`config.mk`:
```
export PLATFORM = sky130hd
export DESIGN_NAME = addsub_seq
export DESIGN_NICKNAME = d
export VERILOG_FILES = /design/src/rtl/addsub_pkg.sv /design/src/rtl/addsub_seq_chunk_adder.sv /design/src/rtl/addsub_seq.sv
export SDC_FILE = /design/constraint.sdc
export NUM_CORES = 1
export LEC_CHECK = 0
export ABC_AREA = 1
export CORE_UTILIZATION = 50
export CTS_CLUSTER_DIAMETER = 200
export DETAILED_ROUTE_END_ITERATION = 16
export GPL_TIMING_DRIVEN = 0
export PLACE_DENSITY = 0.8
export SYNTH_ARGS = -nofsm -noshare
export SYNTH_HDL_FRONTEND = slang
export SYNTH_SLANG_ARGS = --single-unit
export TNS_END_PERCENT = 10
```
`constraint.sdc`:
```
create_clock -name clk -period 5.34 [get_ports clk]
set_input_delay 1.602 -clock clk [delete_from_list [all_inputs] [get_ports clk]]
set_output_delay 1.602 -clock clk [all_outputs]
set_load 0.005 [all_outputs]
```
`src/rtl/addsub_pkg.sv`:
```
// Shared types for the chunked sequential adder/subtractor.
// FSM state encoding and operation mode constants.
package addsub_pkg;

    typedef enum logic [1:0] {
        IDLE = 2'd0,
        RUN  = 2'd1,
        DONE = 2'd2
    } state_t;

    localparam logic MODE_ADD = 1'b0;
    localparam logic MODE_SUB = 1'b1;

endpackage

```
`src/rtl/addsub_seq_chunk_adder.sv`:
```
// CHUNK-bit ripple-carry adder, time-shared by addsub_seq.
// Also exposes the carry into the MSB for overflow detection.
module chunk_adder #(
    parameter int CHUNK = 4
) (
    input  logic [CHUNK-1:0] a_i,
    input  logic [CHUNK-1:0] b_i,
    input  logic             c_i,
    output logic [CHUNK-1:0] sum_o,
    output logic             cout_o,
    output logic             cmsb_o
);

    logic [CHUNK:0] c;

    always_comb begin
        c     = '0;
        sum_o = '0;
        c[0]  = c_i;
        for (int i = 0; i < CHUNK; i++) begin
            sum_o[i] = a_i[i] ^ b_i[i] ^ c[i];
            c[i+1]   = (a_i[i] & b_i[i]) | (c[i] & (a_i[i] ^ b_i[i]));
        end
    end

    assign cout_o = c[CHUNK];
    assign cmsb_o = c[CHUNK-1];

endmodule

```
`src/rtl/addsub_seq.sv`:
```
// Sequential adder/subtractor processing CHUNK bits per cycle.
// Operands are shifted down and the result shifted in from the top.
module addsub_seq #(
    parameter int WIDTH = 16,
    parameter int CHUNK = 4
) (
    input  logic             clk,
    input  logic             reset,
    input  logic             in_valid,
    output logic             in_ready,
    input  logic [WIDTH-1:0] x,
    input  logic [WIDTH-1:0] y,
    input  logic             c_in,
    input  logic             sub,
    output logic             out_valid,
    input  logic             out_ready,
    output logic [WIDTH-1:0] sum,
    output logic             c_out,
    output logic             overflow,
    output logic             zero,
    output logic             negative
);

    import addsub_pkg::*;

    localparam int N  = (CHUNK > 0) ? WIDTH / CHUNK : 1;
    localparam int CW = (N > 1) ? $clog2(N) : 1;

    generate
        if (CHUNK < 1 || CHUNK > WIDTH || (WIDTH % CHUNK) != 0) begin : g_bad
            $error("addsub_seq: CHUNK must divide WIDTH and be <= WIDTH");
        end
    endgenerate

    state_t state_q, state_d;
    logic [CW-1:0] cnt_q, cnt_d;
    logic carry_q, carry_d;
    logic [WIDTH-1:0] xs_q, xs_d;
    logic [WIDTH-1:0] ys_q, ys_d;
    logic [WIDTH-1:0] sum_q, sum_d;
    logic cout_q, cout_d;
    logic ovf_q, ovf_d;
    logic zero_q, zero_d;
    logic neg_q, neg_d;

    logic [CHUNK-1:0] add_s;
    logic add_co, add_cm;
    logic last;
    logic [WIDTH+CHUNK-1:0] sum_cat;

    chunk_adder #(.CHUNK(CHUNK)) u_add (
        .a_i    (xs_q[CHUNK-1:0]),
        .b_i    (ys_q[CHUNK-1:0]),
        .c_i    (carry_q),
        .sum_o  (add_s),
        .cout_o (add_co),
        .cmsb_o (add_cm)
    );

    assign last    = (cnt_q == CW'(N - 1));
    assign sum_cat = {add_s, sum_q};

    always_ff @(posedge clk) begin
        if (reset) state_q <= IDLE;
        else       state_q <= state_d;
    end

    always_comb begin
        state_d = state_q;
        unique case (state_q)
            IDLE:    if (in_valid)  state_d = RUN;
            RUN:     if (last)      state_d = DONE;
            DONE:    if (out_ready) state_d = IDLE;
            default:                state_d = IDLE;
        endcase
    end

    always_comb begin
        in_ready  = (state_q == IDLE);
        out_valid = (state_q == DONE);
    end

    always_comb begin
        cnt_d   = cnt_q;
        carry_d = carry_q;
        xs_d    = xs_q;
        ys_d    = ys_q;
        sum_d   = sum_q;
        cout_d  = cout_q;
        ovf_d   = ovf_q;
        zero_d  = zero_q;
        neg_d   = neg_q;
        if (state_q == IDLE && in_valid) begin
            // Subtract is x + ~y + 1; the +1 rides in on the carry.
            cnt_d   = '0;
            xs_d    = x;
            ys_d    = (sub == MODE_SUB) ? ~y : y;
            carry_d = (sub == MODE_SUB) ? 1'b1 : c_in;
        end else if (state_q == RUN) begin
            cnt_d   = cnt_q + CW'(1);
            xs_d    = xs_q >> CHUNK;
            ys_d    = ys_q >> CHUNK;
            sum_d   = sum_cat[WIDTH+CHUNK-1:CHUNK];
            carry_d = add_co;
            if (last) begin
                cout_d = add_co;
                ovf_d  = add_co ^ add_cm;
                zero_d = (sum_d == '0);
                neg_d  = sum_d[WIDTH-1];
            end
        end
    end

    always_ff @(posedge clk) begin
        if (reset) begin
            cnt_q   <= '0;
            carry_q <= 1'b0;
            xs_q    <= '0;
            ys_q    <= '0;
            sum_q   <= '0;
            cout_q  <= 1'b0;
            ovf_q   <= 1'b0;
            zero_q  <= 1'b0;
            neg_q   <= 1'b0;
        end else begin
            cnt_q   <= cnt_d;
            carry_q <= carry_d;
            xs_q    <= xs_d;
            ys_q    <= ys_d;
            sum_q   <= sum_d;
            cout_q  <= cout_d;
            ovf_q   <= ovf_d;
            zero_q  <= zero_d;
            neg_q   <= neg_d;
        end
    end

    assign sum      = sum_q;
    assign c_out    = cout_q;
    assign overflow = ovf_q;
    assign zero     = zero_q;
    assign negative = neg_q;

endmodule

```
==> run_results.csv <==
group,metric,value,unit
setup_path,cp_top_family,"buffers and inverters",
setup_path,crit_type,"flop to primary output",
cts,ctsHoldBuffers,0,
grt,grt_max_degree,11,
run_status,outcome,"complete, no violations",
yosys,syn-num-nets,389,
setup_path,cp-end-kind,"primary output",
power_and_ir_drop,power_frac_comb,0.173,
sta,fmax,0.334,GHz
cts,cts_htree_levels,3,
power_and_ir_drop,power,0.00101,W
grt,grt_use_total,0.235,
power_and_ir_drop,pwr-share-seq,0.469,
grt,antenna_found_initial,0,
setup_path,timing.rr.end,"zero$_SDFFE_PP0P_",
grt,grt_pass1_vias,2122,
final_layout,diodes,0,
yosys,synthDominantCellAreaShare,0.448,
sta,setup_tns,0,ns
setup_path,crit_cells,4,
cts,cts_tree,"yes",
cts,numCtsBuffers,9,
sta,min_period,3.00,ns
setup_path,cp_cell_sequence,"inv_1 -> nand2_1 -> inv_1 -> clkdlybuf4s50_1",
floorplanning,fp-row-count,25,
floorplanning,start_util,0.528,
place,port_buffers,59,
yosys,synth.ff_latch_count,57,
sta,hold_viol_final,0,
setup_path,cpMostUsedCell,"inv_1",
setup_path,r2r_setup_slack,2.87,ns
final_layout,final_net_count,459,
yosys,ys_async_sr_fraction,0,
power_and_ir_drop,power.switching,0.000267,W
sta,slew_violations,0,
job,maxCapViolations,0,
drt,initialDrtViolationCount,137,
grt,grt_pass1_wl,9360,µm
yosys,synth_area_leaders,"dfxtp_1 45%, nand2_1 17%, nor2_1 5.8%",
yosys,synth-edff-count,0,
yosys,yosysWarnings,0,
floorplanning,die_h,73.3,µm
setup_path,crit_slowest_cell,"clkdlybuf4s50_1",
power_and_ir_drop,peakVddDrop,0.155,mV
drt,wire_per_inst,11.8,µm
final_layout,drive_gt1_frac,0.0929,
final_layout,syn2layout_area_growth,33.6,%
yosys,syn_area,2540,µm²
hold_path,holdCritStartpoint,"c_out$_SDFFE_PP0P_",
setup_path,required,3.74,ns
power_and_ir_drop,power_density,298,nW/µm²
cts,clkSinkCount,57,
setup_path,critical_path.max_stage_delay,0.44,ns
drt,firstDrtPassIters,4,
sta,finalCritPeriodShare,0.561,
place,place_ws,2.23,ns
yosys,yosys.cell_count.top_type,"nand2_1",
yosys,synth_cells,346,
drt,num_vias,2354,
yosys,syn_area_per_cell,7.36,µm²
hold_path,hp-class,"flop to flop",
floorplanning,dieArea,5380,µm²
setup_path,cp_num_buf_inv,3,
cts,insertion_delay,0.33,ns
sta,relSlewSlack,0.617,
drt,via_per_inst,4.83,
sta,rsz0062_at_grt,"no",
cts,cts_resized,0,
floorplanning,fp.dieW,73.3,µm
cts,post_cts_buffers,0,
sta,worst_pin_slew,0.575,ns
drt,wl,5730,µm
sta,setup_viol,0,
sta,skew,0.00771,ns
sta,fin_ws,2.34,ns
floorplanning,pin_count,60,
hold_path,hold_path_end,"c_out$_SDFFE_PP0P_",
place,dp_hpwl,4130,µm
power_and_ir_drop,switching_share,0.264,
cts,cts-root-buf,"clkbuf_8",
yosys,synthTopCellsByCount,"112 x nand2_1, 57 x dfxtp_1, 39 x nor2_1, 24 x inv_1, 18 x o21ai_0",
yosys,seq_area_frac_synth,0.448,
drt,antenna_left,0,
hold_path,hold_depth,2,
setup_path,start_kind,"flop",
setup_path,r2r_start,"xs_q[0]$_SDFFE_PP0P_",
power_and_ir_drop,leakagePower,1.41,nW
power_and_ir_drop,p_clk_frac,0.357,
setup_path,arrival,1.40,ns
power_and_ir_drop,p_int,0.000744,W
grt,grt_overflow,0,
cts,clkTransAtPathRegs,0.06,ns
yosys,synth_top_flop_cell,"dfxtp_1",
yosys,synthDistinctLibCells,27,
setup_path,rr_worst_depth,13,
yosys,synth_top_area_cell,"dfxtp_1",
cts,clockBufferDepth,2,
place,routabilityCongestion,0.803,
drt,drc,0,
floorplanning,coreArea,4820,µm²
setup_path,critPathMaxFanout,4,
[layer usage]
layer,up-vias,GRT usage,routed length [µm]
met1,1043,0.276,2520
met2,73,0.402,2850
met3,7,0.0782,297
met4,0,0.0791,59
li1,1231,-,-
met5,-,0,0
[cells by family (layout without fill, tap and decap cells)]
| logic type | after synthesis | after routing | synth area share |
|---|---|---|---|
| DFF | 57 | 57 | 0.448 |
| and+or+nand+nor | 174 | 174 | 0.274 |
| AOI/OAI and AO/OA | 53 | 53 | 0.118 |
| xor gates and xnor gates | 13 | 13 | 0.0447 |
| buffers and inverters | 44 | 118 | 0.0787 |
| adders and majority gates | 5 | 5 | 0.0364 |
[power by group through the flow]
stage | sequential (W) | clock [W] | combinational (W)
after global routing | 0.000478 | 0.000386 | 0.000198
after CTS | 0.000475 | 0.000366 | 0.000176
after detailed placement | 0.000484 | 0 | 0.000175
after floorplan | 0.000481 | 0 | 0.0000987
final | 0.000475 | 0.000361 | 0.000175
after global placement | 0.000483 | 0 | 0.000171
[how the worst max path moves through the flow]
stage                             from               endpoint  slack, ns
2_1_floorplan                      sub  ys_q[10]$_SDFFE_PP0P_       3.01
3_3_place_gp                     reset   sum[14]$_SDFFE_PP0P_       2.29
3_5_place_dp                     reset   sum[14]$_SDFFE_PP0P_       2.23
4_1_cts        state_q[0]$_SDFFE_PP0P_               in_ready       2.32
5_1_grt        state_q[0]$_SDFFE_PP0P_               in_ready       2.22
6_report       state_q[0]$_SDFFE_PP0P_               in_ready       2.34
[through the flow]
step	cells	instance area [µm²]	util	hold WS, ns
after floorplan	346	2540	-	0.445
after global placement	472	3220	0.668	0.449
after detailed placement	472	3220	0.668	0.454
after CTS	487	3400	0.706	0.463
after global routing	487	3400	0.706	0.485
final	487	3400	0.706	0.462
[area by class of cell]
cell class	count	area (µm²)
Sequential cell	57	1140
Timing Repair Buffer	59	591
Buffer	18	101
Tap cell	67	83.8
Clock buffer	12	165
Inverter	26	98.8
Fill cell	453	1420
Multi-Input combinational cell	245	1200
Clock inverter	3	15.0
[flip-flops by register name, summed over array words and instances, names as in the netlist]
signal / cells
ys_q: 16
carry_q: 1
overflow: 1
xs_q: 16
zero: 1
cnt_q: 2
c_out: 1
sum: 16
negative: 1
state_q: 2
[cell usage in the layout (no fill, tap or decap), drive strengths merged]
cell / netlist / final
fa: 4 / 4
xor2: 12 / 12
or2: 5 / 5
o21ai: 19 / 19
clkbuf: 5 / 17
nand2: 113 / 113
buf: 13 / 13
nor2: 41 / 41
ha: 1 / 1
clkdlybuf4s50: 0 / 59
a21oi: 15 / 15
nor3: 1 / 1
o21a: 1 / 1
a31oi: 17 / 17
xnor2: 1 / 1
a211oi: 1 / 1
dfxtp: 57 / 57
clkinv: 1 / 4
inv: 25 / 25
nand3: 14 / 14
[worst register-to-register path: stages, from the launching register on]
cell and delay [ns]:
dfxtp_1 0.32, inv_1 0.07, fa_1 0.17, inv_1 0.05, fa_1 0.38, fa_1 0.43, inv_1 0.09, fa_1 0.46
nand2_1 0.09, inv_1 0.04, nand2_1 0.06, nor2_1 0.04, nand3_1 0.07, a21oi_1 0.06
No activity file was read; power rests on OpenSTA's default activity.
